$ cat src/rtl/packet_types.sv
// Flit framing types and ejection FSM state shared by the NoC ejection path.
package packet_types;

  localparam int FLIT_TYPE_WIDTH = 2;

  typedef enum logic [1:0] {
    HEAD     = 2'b00,
    BODY     = 2'b01,
    TAIL     = 2'b10,
    HEADTAIL = 2'b11
  } flit_type_e;

  typedef enum logic {
    IDLE   = 1'b0,
    IN_PKT = 1'b1
  } eject_state_e;

  // Caller passes the top FLIT_TYPE_WIDTH bits of the flit.
  function automatic flit_type_e flit_type_of(input logic [FLIT_TYPE_WIDTH-1:0] type_bits);
    return flit_type_e'(type_bits);
  endfunction

  // TAIL and HEADTAIL both close a packet.
  function automatic logic is_packet_end(input flit_type_e ft);
    return (ft == TAIL) || (ft == HEADTAIL);
  endfunction

endpackage

$ cat src/rtl/noc_flit_fifo.sv
// Show-ahead flit FIFO: array storage, wrapping pointers and a registered occupancy count.
module noc_flit_fifo #(
  parameter int WIDTH = 34,
  parameter int DEPTH = 8
) (
  input  logic                     clk,
  input  logic                     rst,
  input  logic                     push,
  input  logic [WIDTH-1:0]         wr_data,
  input  logic                     pop,
  output logic [WIDTH-1:0]         rd_data,
  output logic                     full,
  output logic                     empty,
  output logic [$clog2(DEPTH):0]   occupancy
);

  localparam int AW = $clog2(DEPTH);

  logic [WIDTH-1:0] mem [DEPTH];
  logic [AW-1:0]    wr_ptr;
  logic [AW-1:0]    rd_ptr;
  logic [AW:0]      count;

  // Storage carries no reset so it maps onto plain RAM.
  always_ff @(posedge clk) begin
    if (push) begin
      mem[wr_ptr] <= wr_data;
    end
  end

  always_ff @(posedge clk or posedge rst) begin
    if (rst) begin
      wr_ptr <= '0;
      rd_ptr <= '0;
      count  <= '0;
    end else begin
      if (push) begin
        wr_ptr <= wr_ptr + 1'b1;
      end
      if (pop) begin
        rd_ptr <= rd_ptr + 1'b1;
      end
      case ({push, pop})
        2'b10:   count <= count + 1'b1;
        2'b01:   count <= count - 1'b1;
        default: count <= count;
      endcase
    end
  end

  assign full      = (count == (AW+1)'(DEPTH));
  assign empty     = (count == '0);
  // Head entry is forced to zero while empty so stale data never leaks out.
  assign rd_data   = empty ? '0 : mem[rd_ptr];
  assign occupancy = count;

endmodule

$ cat src/rtl/noc_eject_flit_buffer.sv
// Ejection flit buffer: credit-returning show-ahead FIFO with input framing checks.
// Optional popped flit/packet counters are built when NOC_EJECT_STATS_EN is defined.
module noc_eject_flit_buffer
  import packet_types::*;
#(
  parameter int FLIT_WIDTH = 34,
  parameter int DEPTH      = 8
) (
  input  logic                       clk,
  input  logic                       rst,
  input  logic                       i_flit_valid,
  input  logic [FLIT_WIDTH-1:0]      i_flit,
  output logic                       o_credit_return,
  output logic                       o_flit_valid,
  output logic [FLIT_WIDTH-1:0]      o_flit,
  input  logic                       i_flit_ready,
  output logic [$clog2(DEPTH):0]     o_occupancy,
  output logic                       o_framing_error,
  output logic                       o_overflow,
`ifdef NOC_EJECT_STATS_EN
  output logic [31:0]                o_flit_count,
  output logic [31:0]                o_packet_count,
`endif
  input  logic                       i_clear_error
);

  if (DEPTH < 2 || (DEPTH & (DEPTH - 1)) != 0) begin : g_bad_depth
    $error("noc_eject_flit_buffer: DEPTH must be a power of 2 and >= 2");
  end

  logic         full;
  logic         empty;
  logic         push;
  logic         pop;
  logic         drop;
  logic         frame_err;
  flit_type_e   in_type;
  eject_state_e state_reg;
  eject_state_e state_next;

  assign in_type      = flit_type_of(i_flit[FLIT_WIDTH-1 -: FLIT_TYPE_WIDTH]);
  assign o_flit_valid = !empty;
  assign pop          = !empty && i_flit_ready;
  // A pop in the same cycle frees the slot, so a full buffer can still accept.
  assign push         = i_flit_valid && (!full || pop);
  assign drop         = i_flit_valid && full && !pop;

  noc_flit_fifo #(
    .WIDTH (FLIT_WIDTH),
    .DEPTH (DEPTH)
  ) u_fifo (
    .clk       (clk),
    .rst       (rst),
    .push      (push),
    .wr_data   (i_flit),
    .pop       (pop),
    .rd_data   (o_flit),
    .full      (full),
    .empty     (empty),
    .occupancy (o_occupancy)
  );

  always_ff @(posedge clk or posedge rst) begin
    if (rst) begin
      state_reg <= IDLE;
    end else begin
      state_reg <= state_next;
    end
  end

  // Only accepted flits advance the framing state; dropped ones are invisible.
  always_comb begin
    state_next = state_reg;
    frame_err  = 1'b0;
    if (push) begin
      case (state_reg)
        IDLE: begin
          case (in_type)
            HEAD:     state_next = IN_PKT;
            HEADTAIL: state_next = IDLE;
            default:  frame_err  = 1'b1;
          endcase
        end
        IN_PKT: begin
          case (in_type)
            BODY:     state_next = IN_PKT;
            TAIL:     state_next = IDLE;
            HEAD:     frame_err  = 1'b1;
            default: begin
              frame_err  = 1'b1;
              state_next = IDLE;
            end
          endcase
        end
        default: state_next = IDLE;
      endcase
    end
  end

  // A new event in the same cycle as a clear keeps the flag set.
  always_ff @(posedge clk or posedge rst) begin
    if (rst) begin
      o_credit_return <= 1'b0;
      o_framing_error <= 1'b0;
      o_overflow      <= 1'b0;
    end else begin
      o_credit_return <= pop;
      if (frame_err) begin
        o_framing_error <= 1'b1;
      end else if (i_clear_error) begin
        o_framing_error <= 1'b0;
      end
      if (drop) begin
        o_overflow <= 1'b1;
      end else if (i_clear_error) begin
        o_overflow <= 1'b0;
      end
    end
  end

`ifdef NOC_EJECT_STATS_EN
  flit_type_e out_type;
  assign out_type = flit_type_of(o_flit[FLIT_WIDTH-1 -: FLIT_TYPE_WIDTH]);

  always_ff @(posedge clk or posedge rst) begin
    if (rst) begin
      o_flit_count   <= '0;
      o_packet_count <= '0;
    end else if (pop) begin
      o_flit_count <= o_flit_count + 32'd1;
      if (is_packet_end(out_type)) begin
        o_packet_count <= o_packet_count + 32'd1;
      end
    end
  end
`endif

endmodule

$ cat config.mk
export PLATFORM = sky130hd
export DESIGN_NAME = noc_eject_flit_buffer
export DESIGN_NICKNAME = d
export VERILOG_FILES = /design/src/rtl/packet_types.sv /design/src/rtl/noc_flit_fifo.sv /design/src/rtl/noc_eject_flit_buffer.sv
export SDC_FILE = /design/constraint.sdc
export NUM_CORES = 1
export LEC_CHECK = 0
export ABC_CLOCK_PERIOD_IN_PS = 5870
export CAP_MARGIN = 25
export CORE_MARGIN = 1.5
export CORE_UTILIZATION = 40
export DETAILED_ROUTE_END_ITERATION = 8
export HOLD_SLACK_MARGIN = 0.1
export RECOVER_POWER = 50
export SLEW_MARGIN = 40
export SYNTH_ARGS = -nofsm -noshare
export SYNTH_HDL_FRONTEND = slang
export SYNTH_SLANG_ARGS = --single-unit
$ cat constraint.sdc
create_clock -name clk -period 5.87 [get_ports clk]
set_input_delay 1.761 -clock clk [delete_from_list [all_inputs] [get_ports clk]]
set_output_delay 1.761 -clock clk [all_outputs]
set_load 0.1 [all_outputs]
-- Yosys cells after proc, flatten, opt, wreduce, memory -nomap -nowiden
Memory sizes are Yosys's and may differ from the RTL's.
Index checks and enable logic that the tools add are counted.
- register bits: 14
- bits in writable memories: 272
- output and inout bits: 42
- memories kept: 1
- memory list (memory ; depth ; width ; rd ports ; clocked after memory_dff ; write ports ; RTL line ; text):
    u_fifo.mem ; 8 ; 34 ; 1 ; 0 ; 1 ; noc_flit_fifo.sv:19 ; logic [WIDTH-1:0] mem [DEPTH];
- add/sub/neg operators: 4
- eq/ne operators: 6
- muxes and demuxes: 14
- bitwise gates (word level): 1
- reduce and logical (&&, ||, !) cells: 16
- operators with widths (operator ; count):
    two-way mux 34 bit ; 1
    two-way mux 1 bit ; 10
    case mux 4 bit (2 select lines) ; 1
    adder 3 x 1 -> 3 bit, second input constant ; 2
    == test 2 bit, second input constant ; 3
    nonzero test 2 bit ; 3
    OR reduction 2 bit ; 3
    adder 4 x 1 -> 4 bit, second input constant ; 1
    == test 2 x 1 -> 1 bit, second input constant ; 2
    == test 4 bit, second input constant ; 1
    logical AND 1 bit ; 4
    zero test 4 bit ; 1
    case mux 1 bit (2 select lines) ; 2
    subtractor 4 x 1 -> 4 bit, second input constant ; 1
    zero test 1 bit ; 3
    zero test 2 bit ; 1
    logical OR 1 bit ; 1
    inverter 1 bit ; 1

-- Longest topological paths before layout
Gate-level depths: netlist of run 1.
- depth after elaboration: 7
- gate-level depth with buffers: 11
- gate-level depth less buffers: 9

-- Cells and area by module
From an unflattened synthesis of run 1, not the netlist that was laid out.
- cells, all modules: 480
- area total of the unflattened synthesis: 11009.3 sq um
- modules (own cells, without submodules) (module ; times used ; cells an instance ; area an instance (sq um)):
    noc_flit_fifo ; 1 ; 460 ; 10794.1
    noc_eject_flit_buffer ; 1 ; 20 ; 215.2

-- Worst setup path after synthesis of run 1
No wires, ideal clock.
- kind: input to register
- start point: in i_flit_ready
- end point: mem u_fifo.mem[0][0], enable pin
- library setup time: 0.510 ns
- arrival time: 5.363 ns
- path slack: -0.003 ns
- cell stages on the path: 3
- path buffers: 0
- cell sequence: nand2b_1 o21ai_2 nor4_1
- word-level cells in the longest chain between the ends: 5
- RTL lines (what ; RTL line ; text):
    start, declared ; noc_eject_flit_buffer.sv:16 ; input logic i_flit_ready,
    logical AND 1 bit ; noc_eject_flit_buffer.sv:43 ; assign pop = !empty && i_flit_ready;
    logical OR 1 bit ; noc_eject_flit_buffer.sv:45 ; assign push = i_flit_valid && (!full || pop);
    logical AND 1 bit ; noc_eject_flit_buffer.sv:45 ;
    two-way mux 1 bit ; noc_flit_fifo.sv:26 ; if (push) begin
    two-way mux 1 bit (not written as such) ; noc_flit_fifo.sv:27 ; mem[wr_ptr] <= wr_data;
    end, declared ; noc_flit_fifo.sv:19 ;
No other way between the ends.

-- Worst setup path after layout of run 1
- start point: reg u_fifo.count[1] (netlist: u_fifo.occupancy[1])
- end point: out o_flit[31]
- word-level cells in the longest chain between the ends: 2
- RTL lines (what ; RTL line ; text):
    start, declared ; noc_flit_fifo.sv:22 ; logic [AW:0] count;
    start signal, assigned ; noc_flit_fifo.sv:44 ; 2'b10: count <= count + 1'b1;
    start signal, assigned ; noc_flit_fifo.sv:45 ; 2'b01: count <= count - 1'b1;
    start signal, assigned ; noc_flit_fifo.sv:46 ; default: count <= count;
    zero test 4 bit ; noc_flit_fifo.sv:52 ; assign empty = (count == '0);
    two-way mux 34 bit ; noc_flit_fifo.sv:54 ; assign rd_data = empty ? '0 : mem[rd_ptr];
    end, declared ; noc_eject_flit_buffer.sv:15 ; output logic [FLIT_WIDTH-1:0] o_flit,
No other way between the ends.

==> results of run 1 <==
## Yosys cell counts, types with 3 or more instances
master / instances / share of area
buf_6: 7 / 0.0071
nand2b_1: 3 / 0.0017
nor3_1: 4 / 0.0018
buf_8: 3 / 0.0041
xnor2_1: 7 / 0.0055
inv_1: 8 / 0.0027
edfxtp_1: 272 / 0.74
clkbuf_1: 9 / 0.0031
mux4_2: 68 / 0.14
mux2_2: 3 / 0.0031
nor2_1: 5 / 0.0017
ha_1: 7 / 0.0079
buf_2: 7 / 0.0032
dfrtp_1: 14 / 0.032
a22o_1: 34 / 0.027
## layout make-up
class                           instances  area (um2)
Fill cell                            2218       14040
Antenna cell                            2       5.005
Clock inverter                         15       120.1
Sequential cell                       286        8523
Multi-Input combinational cell        160        2350
Inverter                                8       30.03
Tap cell                              341       426.7
Timing Repair Buffer                   98       774.5
Clock buffer                           37       755.7
## per-layer routing
metal | vias up | GRT usage | share of wire
li1 | 2248 | - | -
met1 | 2766 | 0.2205 | 0.45
met2 | 137 | 0.2605 | 0.49
met3 | 26 | 0.02962 | 0.050
met4 | 0 | 0.03232 | 0.014
met5 | - | 0 | 0
## per-stage QoR
step                      instance area [um2]  utilization
after floorplan                         11050            -
after global placement                  12240       0.4529
after detailed placement                12130       0.4487
after CTS                               13000       0.4811
after global routing                    12980       0.4803
final                                   12990       0.4805
## final timing paths
| path | start | to |
|---|---|---|
| max | u_fifo.occupancy[1]$_DFFE_PP0P_ | o_flit[31] |
| min | o_framing_error$_DFFE_PP0P_ | o_framing_error$_DFFE_PP0P_ |
| max reg2reg | u_fifo.occupancy[0]$_DFFE_PP0P_ | u_fifo.occupancy[3]$_DFFE_PP0P_ |
| min reg2reg | o_framing_error$_DFFE_PP0P_ | o_framing_error$_DFFE_PP0P_ |
| max in group asynchronous | rst | u_fifo.rd_ptr[0]$_DFFE_PP0P_ |
| min in group asynchronous | rst | o_credit_return$_DFF_PP0_ |
## worst max-delay path, stage by stage, from the launching register on
cell and delay (ns):
dfrtp_1 0.50, or4_4 0.22, nor2b_4 0.66, buf_4 0.38, a22o_1 0.26, buf_4 0.32
## cells by family (layout without fill, tap and decap cells)
| logic type | Yosys count | count (layout) | share of synthesized area |
|---|---|---|---|
| AOI/OAI and AO/OA | 47 | 47 | 0.03624 |
| muxes | 72 | 72 | 0.1426 |
| adders and majority gates | 7 | 7 | 0.007927 |
| buffers and inverters | 36 | 158 | 0.02118 |
| and+or+nand+nor | 26 | 26 | 0.01472 |
| xor gates and xnor gates | 8 | 8 | 0.006342 |
| other | 0 | 2 | 0 |
| DFF | 286 | 286 | 0.7710 |
## cell usage in the layout, fill, tap and decap left out, drive strengths merged, types with 4 or more instances in the layout
cell type      n
clkinv        13
clkbuf        42
dfrtp         14
nor3           4
xnor2          7
a22o          35
ha             7
mux4          68
edfxtp       272
nor2           5
inv            8
dlygate4sd3   36
buf           55
==> impl_metrics.ini, run 1 <==
[clock_network]
clock_path_buffers = 3
cts_tree = built
postCtsSetupBuffers = 0
cts_resized = 0
cts_root_buf = clkbuf_16
clk_transition_reported_paths_ns = 0.06
clk_latency_ns = 0.53
cts_buffers = 28
ctsHoldBuffers = 0
cts_max_level = 1
clock_sinks = 286

[floorplanning]
num_rows = 60
coreArea_um2 = 27030
dieWidth_um = 169.2
die_height_um = 169.2
die-area_um2 = 28630
ios = 81
initial_core_util = 0.4088

[worst_setup_path]
cp_data_arrival_time_ns = 2.88
r2r_slack_ns = 2.70
path_class = reg -> out
crit_fanout = 21
worstSetupEndpointType = output port
startpoint_type = flop
crit_required_ns = 4.11
r2r_cells = 6

[timing]
timing.final.crit_share = 0.7902
drv_slew = 0
worst_hold_slack_ns = 0.4969
skew_ns = 0.01003
timing.setup.tns_ns = 0
fin_ws_ns = 1.231
worstMarginPinSlew_ns = 1.185
fin_crit_ns = 4.639
slew_headroom = 0.2132
max_clock_freq_mhz = 215.6
finalHoldViolCount = 0
setup_viol = 0
rsz0062_at_grt = false

[route]
viasPerCell = 5.467
drc = 0
dr.pass1.iters = 4
ant_nets = 0
finalWirelength_um = 21830
vias = 5177
drtIter0Drc = 430
wire_per_inst_um = 23.05

[finish]
fin_nets = 628
largest_reg_flops = 272
area_growth_syn_to_layout_pct = 17.53
regMostFlops = u_fifo.mem
drive_gt1_frac = 0.2947
layout.cells.non_filler = 947

[yosys]
synth_cells = 482
yosys_warnings = 0
ys_seq_elements = 286
yosys.cell_types.count = 42
syn-cell-area_um2 = 11050
async_flop_share = 0.04895
synthFlopType = edfxtp_1
yosysSeqAreaShare = 0.7710
postSynthAreaPerCell_um2 = 22.92
mappedNetlistNets = 528
synth_edf_count = 272

[global_route]
antenna_found_initial = 2
grt_pass1_wl_um = 33870
grt_overflow_total = 0
grt_pass1_vias = 5685
grt_max_degree = 35
grt_use_total = 0.1577

[run]
cap_violations = 0

[hold_path]
worstHoldPathCells = 1
hp-class = reg -> reg

[place]
numPortBuffers = 80
placed_cells = 893
hpwl_um = 12670
pre_cts_slack_ns = 1.274
routabilityCongestion = 0.6985

[outcome]
status = completed
Power of run 1 is not shown: default switching activity piles up to over one toggle a cycle in this logic, so the estimate is an artifact.
==> run 2, diff against run 1 <==
Settings changed: ABC_CLOCK_PERIOD_IN_PS 5870 to 4000.
Clock period 5.87 ns to 4 ns, I/O delays scaled along.
==> run 2 against run 1 <==
Effect of this change:
- clock skew decreased by 0.00081 ns
- sequential cell count did not move
- non-clock buffer count grew 3
- die area did not move
- core utilization up 2.4 points
- critical path depth did not move
- worst setup slack got worse by 1.1 ns
- final area up 5.0%
- wire length is 1.7% lower
- global-route usage down 0.36 points
- register-to-register slack lost 1.6 ns
- worst hold slack improved by 0.021 ns
- highest routed layer is now met5
==> impl_metrics.ini, run 2 (synthesized netlist as in run 1, its figures left out) <==
[global_route]
grt_overflow_total = 0
grt_max_degree = 48
grt_pass1_vias = 5551
grt_pass1_wl_um = 33150
antenna_found_initial = 2
grt_use_total = 0.1541

[floorplanning]
dieWidth_um = 169.2
die_height_um = 169.2
die-area_um2 = 28630
ios = 81
initial_core_util = 0.4088
num_rows = 60
coreArea_um2 = 27030

[timing]
drv_slew = 0
setup_viol = 0
timing.final.crit_share = 0.9557
finalHoldViolCount = 0
rsz0062_at_grt = false
fin_ws_ns = 0.1772
max_clock_freq_mhz = 261.6
worstMarginPinSlew_ns = 0.8506
slew_headroom = 0.4329
skew_ns = 0.009221
fin_crit_ns = 3.823

[outcome]
status = completed

[place]
hpwl_um = 12460
numPortBuffers = 80
routabilityCongestion = 0.7951
pre_cts_slack_ns = 0.3517
placed_cell_area_um2 = 12650

[finish]
fin_area_um2 = 13630
fin_util = 0.5044
largest_reg_flops = 272
regMostFlops = u_fifo.mem
layout_commonest_cell = edfxtp_1
area_growth_syn_to_layout_pct = 23.38
final_cell_mix = 272 x edfxtp_1, 68 x mux4_2, 38 x buf_12
fin_nets = 632
drive_gt1_frac = 0.3140

[worst_setup_path]
worstSetupEndpointType = output port
r2r_cells = 6
r2r_slack_ns = 1.15
crit_required_ns = 2.80
path_class = reg -> out
startpoint_type = flop
crit_fanout = 23
cp_data_arrival_time_ns = 2.62

[route]
vias = 5147
dr.pass1.iters = 4
wire_per_inst_um = 22.67
drtIter0Drc = 402
finalWirelength_um = 21470
drc = 0
viasPerCell = 5.435
ant_nets = 0

[clock_network]
cts_buffers = 29
cts_resized = 0
clock_path_buffers = 3
clk_latency_ns = 0.53
cts_root_buf = clkbuf_16
clock_sinks = 286
ctsHoldBuffers = 0
clk_transition_reported_paths_ns = 0.06
cts_max_level = 1
cts_tree = built
postCtsSetupBuffers = 0

[hold_path]
hp-class = reg -> reg
worstHoldPathCells = 1

[run]
cap_violations = 0
[run 2: cell count changes in the layout (fill, tap and decap cells not counted), sizes merged]
cell and change:
buf +5, bufinv +4, clkbuf -7, clkinv -4, clkinvlp +1, diode -1
inv +2
[run 2: worst paths after layout]
check | from | to
worst min-delay path | o_framing_error$_DFFE_PP0P_ | o_framing_error$_DFFE_PP0P_
max in group asynchronous | rst | u_fifo.rd_ptr[0]$_DFFE_PP0P_
worst max register to register | u_fifo.occupancy[0]$_DFFE_PP0P_ | u_fifo.occupancy[3]$_DFFE_PP0P_
worst max-delay path | u_fifo.occupancy[0]$_DFFE_PP0P_ | o_flit[15]
min in group asynchronous | rst | u_fifo.occupancy[0]$_DFFE_PP0P_
worst min register to register | o_framing_error$_DFFE_PP0P_ | o_framing_error$_DFFE_PP0P_
[run 2: per-layer routing]
metal / vias up / routed length [um] / track usage
met5: - / 12 / 0
met3: 25 / 1187 / 0.02752
met1: 2735 / 9418 / 0.2141
met2: 144 / 10580 / 0.2564
met4: 2 / 271 / 0.03347
li1: 2241 / - / -
[run 2: layout make-up]
class | instances | area, um2
multi-input combinational | 160 | 2356
fill | 2138 | 13400
sequential | 286 | 8526
inverter | 8 | 30.03
antenna | 1 | 2.502
clock inverter | 18 | 244.0
clock buffer | 32 | 737.0
timing repair buffer | 101 | 1309
tap | 341 | 426.7
[run 2: critical path, cell delays in order, from the launching register on]
cell and delay, ns:
dfrtp_1 0.48, or4_4 0.62, nor2b_4 0.21, buf_4 0.27
a22o_1 0.31, buf_12 0.19
[run 2: through the flow]
| stage | setup TNS (ns) | cells | hold slack (ns) |
|---|---|---|---|
| 2_1_floorplan | -47.09 | 482 | 0.4763 |
| 3_3_place_gp | 0 | 895 | 0.4978 |
| 3_5_place_dp | 0 | 895 | 0.4904 |
| 4_1_cts | 0 | 945 | 0.5135 |
| 5_1_grt | 0 | 946 | 0.5346 |
| 6_report | 0 | 947 | 0.5177 |
Power of run 2 is left out for the same reason.
==> run 3, diff against run 2 <==
Settings changed: CAP_MARGIN 25 to not set.
==> results of run 3 <==
Same layout as run 2: the final DEF is identical, and so are final timing and power.
Power of run 3 is left out for the same reason.
==> RTL change 1, RTL diff (settings of run 2) <==
`DEPTH` is set to 8 in 2 places; all go to 4.
--- a/src/rtl/noc_flit_fifo.sv
+++ b/src/rtl/noc_flit_fifo.sv
@@ -2,5 +2,5 @@
 module noc_flit_fifo #(
   parameter int WIDTH = 34,
-  parameter int DEPTH = 8
+  parameter int DEPTH = 4
 ) (
   input  logic                     clk,
--- a/src/rtl/noc_eject_flit_buffer.sv
+++ b/src/rtl/noc_eject_flit_buffer.sv
@@ -5,5 +5,5 @@
 #(
   parameter int FLIT_WIDTH = 34,
-  parameter int DEPTH      = 8
+  parameter int DEPTH      = 4
 ) (
   input  logic                       clk,
Ports: changed (resized o_occupancy); port bits go from 81 to 80. No check against the original RTL was run, so the function may have changed too.
==> RTL change 1 against run 2 <==
- die area shrank 47%
- global-route usage is 0.81 points lower
- count of clock-buffer cells in the layout fell by 5
- wire length fell by 53%
- sequential share of layout area shrank 6.2 points
- sequential cell count is 139 lower
- cell area fell by 43%
- utilization increased by 4.7 points
- synthesized area down 47%
- setup slack better by 360 ps
- via count down 45%
- critical path type unchanged
Power is not shown: default switching activity piles up to over one toggle a cycle in this logic, so the estimate is an artifact.
==> RTL change 1: results (changes against run 2) <==
[cells_and_area]
nets=418  ; -34%
largest_reg_flops=136  ; -50%
multi_input_cells=115  ; -28%
area_share_nonclk_buffers=0.146  ; +0.0495
seq_area_um2=4360  ; -49%
multi_input_area_um2=1380  ; -42%
clkbuf_count=27  ; -16%
fill_cells=1105  ; -48%
drive_gt1_frac=0.296  ; -0.0179
antenna_cells=0  ; -1
n_all_buffers=81  ; -20%
clk_share=0.0798  ; +0.00781
n_all_inverters=10  ; +2

[global_routing]
grt_pass1_vias=3007  ; -46%
grt_max_degree=38  ; -21%
track_usage=0.146  ; -0.00807
antenna_found_initial=0  ; -2
grt_pass1_wl_um=16000  ; -52%

[clock_network]
cts.sinks=147  ; -49%
cts_resized=0  ; unchanged
numCtsBuffers=17  ; -41%
htree_levels=4  ; +3
clockBufferDepth=2  ; -1
cts_root_buf=clkbuf_16
clock_latency_ps=400  ; -130 ps

[critical_path]
crit_family=flip-flops
reg2reg_slack_ps=1170  ; +20 ps
reg2reg_to=u_fifo.occupancy[2]
cp_max_fo=26  ; +13%
max_stage_delay_ps=600  ; -20 ps
crit_path_end=o_flit[32]
cp.arrival_ps=2260  ; -360 ps

[placement]
place.port_buffers=79  ; -1.3%
hpwlAfterDp_um=6020  ; -52%
place.gp.congestion=0.701  ; -12%

[routing]
drt_iter0_markers=221  ; -45%
wl_um=10100  ; -53%
vias=2814  ; -45%

[status]
status=complete, no violations

[timing]
relSlewSlack=0.224  ; -0.209
fin_skew_ps=8.62  ; -0.601 ps

[yosys]
ys_warn_count=0  ; unchanged
synth.area.top_cells=edfxtp_1 (70%), mux4_2 (13%), dfrtp_1 (4.7%)
synth_edf_count=136  ; -50%
synth.cells.most_frequent=edfxtp_1 (136), and2_1 (35), mux4_2 (34)
synth-async-reset-ratio=0.0748  ; +0.0259
ys_seq_area_frac=0.749  ; -0.0216

[min_path]
hold_end=o_overflow
hp-start=o_overflow

## RTL change 1: logic make-up (layout without fill, tap and decap cells)
kind of cell / Yosys count / in the layout / synth area share
buf+inv: 25 / 123 / 0.0187
xor+xnor: 6 / 6 / 0.00904
simple gates: 56 / 56 / 0.0602
compound gates: 12 / 12 / 0.0146
mux: 34 / 34 / 0.132
fa+ha+maj: 7 / 7 / 0.0163
flops: 147 / 147 / 0.749
## RTL change 1: per-stage QoR
stage / instances / instance area (um^2) / util / setup WS (ps) / hold WS (ps)
after global routing: 565 / 7750 / 0.552 / 402 / 524
after global placement: 533 / 7150 / 0.509 / 702 / 487
final: 565 / 7750 / 0.552 / 541 / 490
after detailed placement: 533 / 7150 / 0.509 / 635 / 472
after CTS: 565 / 7770 / 0.554 / 472 / 494
after floorplan: 287 / 5830 / - / 250 / 485
## RTL change 1: routing by layer
layer	track usage	wire length (um)	vias to the layer above
li1	-	-	1305
met5	0	0	-
met4	0.0438	109	0
met2	0.229	5020	77
met1	0.200	4490	1423
met3	0.0421	448	9
==> RTL change 2, RTL diff (flow settings as in run 2) <==
Made on the original files. Put one more register stage on the output `o_overflow`. The value now appears one clock later. The other outputs are not delayed to match.
--- a/src/rtl/noc_eject_flit_buffer.sv
+++ b/src/rtl/noc_eject_flit_buffer.sv
@@ -24,4 +24,6 @@
   input  logic                       i_clear_error
 );
+
+  logic o_overflow_s0;
 
   if (DEPTH < 2 || (DEPTH & (DEPTH - 1)) != 0) begin : g_bad_depth
@@ -103,5 +105,5 @@
       o_credit_return <= 1'b0;
       o_framing_error <= 1'b0;
-      o_overflow      <= 1'b0;
+      o_overflow_s0   <= 1'b0;
     end else begin
       o_credit_return <= pop;
@@ -112,7 +114,7 @@
       end
       if (drop) begin
-        o_overflow <= 1'b1;
+        o_overflow_s0 <= 1'b1;
       end else if (i_clear_error) begin
-        o_overflow <= 1'b0;
+        o_overflow_s0 <= 1'b0;
       end
     end
@@ -136,4 +138,8 @@
 `endif
 
+  always_ff @(posedge clk) begin
+    o_overflow <= o_overflow_s0;
+  end
+
 endmodule
 
Formal check against the unedited RTL: no difference found for any inputs over 4 cycles, from zero or initial values and one cycle with rst high; that may be too few to reach the edited logic, so the function may still have changed.
==> RTL change 2 against run 2 <==
- synthesized area increased by 0.18%
- setup slack improved by 16 ps
- sequential cell count increased by 1
- cell area decreased by 0.54%
- wire length decreased by 0.26%
- sequential share of layout area increased by 0.49 points
- largest cell class unchanged
Power is not shown: default switching activity piles up to over one toggle a cycle in this logic, so the estimate is an artifact.
==> RTL change 2: results (changes against run 2) <==
[placement]
place.gp.congestion=0.783  ; -1.5%
post-place-ws_ps=343  ; -9.10 ps
place_inst=896  ; +0.11%
placed_area_um2=12700  ; +0.34%
hpwlAfterDp_um=12500  ; +0.43%

[global_routing]
grt_pass1_wl_um=33000  ; -0.50%
grt_max_degree=46  ; -4.2%
track_usage=0.152  ; -0.00170
grtUsageMet1=0.211  ; -0.00350
antenna_found_initial=1  ; -1
grtUsageMet2=0.257  ; +0.000895
grt_pass1_vias=5523  ; -0.50%
grt_use_met3=0.0229  ; -0.00466

[min_path]
whs_path_depth=0  ; -1
hold_end=o_overflow
hp-start=o_overflow_s0

[timing]
fmaxAchievable_mhz=263  ; +0.41%
fin_skew_ps=7.80  ; -1.42 ps
relSlewSlack=0.229  ; -0.204
holdWs_ps=391  ; -126 ps

[routing]
wl_um=21400  ; -0.26%
viasPerCell=5.39  ; -0.90%
wl_per_cell_um=22.5  ; -0.68%

[yosys]
synth_xor_area_frac=0.00633  ; -0.0000115
ys_types=43  ; +2.4%
synth-async-reset-ratio=0.0488  ; -0.000171
synth-compound-area-share=0.0362  ; -0.0000655
synth_nets=529  ; +0.19%
syn_area_per_cell_um2=22.9  ; about the same
ys_seq_area_frac=0.771  ; about the same
synth_fa_ha_area_frac=0.00791  ; -0.0000143
synthMuxAreaShare=0.142  ; -0.000258

[cells_and_area]
nets=633  ; +0.16%
fill_cells=2164  ; +1.2%
drive_gt1_frac=0.305  ; -0.00863
design_area_um2=13600  ; -0.54%

[critical_path]
crit_start=u_fifo.occupancy[0]
cp_max_fo=16  ; -30%
crit_path_end=o_flit[1]
critPathSlowestCell=nor2b_4
cp.arrival_ps=2610  ; about the same
max_stage_delay_ps=540  ; -80 ps

[status]
status=complete, no violations

RTL change 2: cell types whose count changed in the layout (fill, tap and decap cells not counted), sizes merged:
cell and change:
inv +1, buf -3, clkinvlp -1, bufinv -6, clkbuf +6, clkinv +6, dfxtp +1
RTL change 2: layout make-up:
class | instances | area share
sequential | 287 | 0.630
clock inverter | 18 | 0.00692
antenna | 1 | 0.000185
tap | 341 | 0.0315
clock buffer | 36 | 0.0586
inverter | 8 | 0.00222
timing repair buffer | 100 | 0.0976
multi-input combinational | 160 | 0.173
RTL change 2: cell families (layout without fill, tap and decap cells):
family,count (synthesis),count (layout)
AOI/OAI and AO/OA,47,47
xor gates and xnor gates,8,8
adders and majority gates,7,7
buffers and inverters,36,162
DFF,287,287
muxes,72,72
other,0,1
and+or+nand+nor,26,26
RTL change 2: routing by layer:
layer | vias up | wire (um)
met5 | - | 0
met1 | 2694 | 9340
met3 | 27 | 1170
met2 | 139 | 10600
li1 | 2262 | -
met4 | 0 | 313
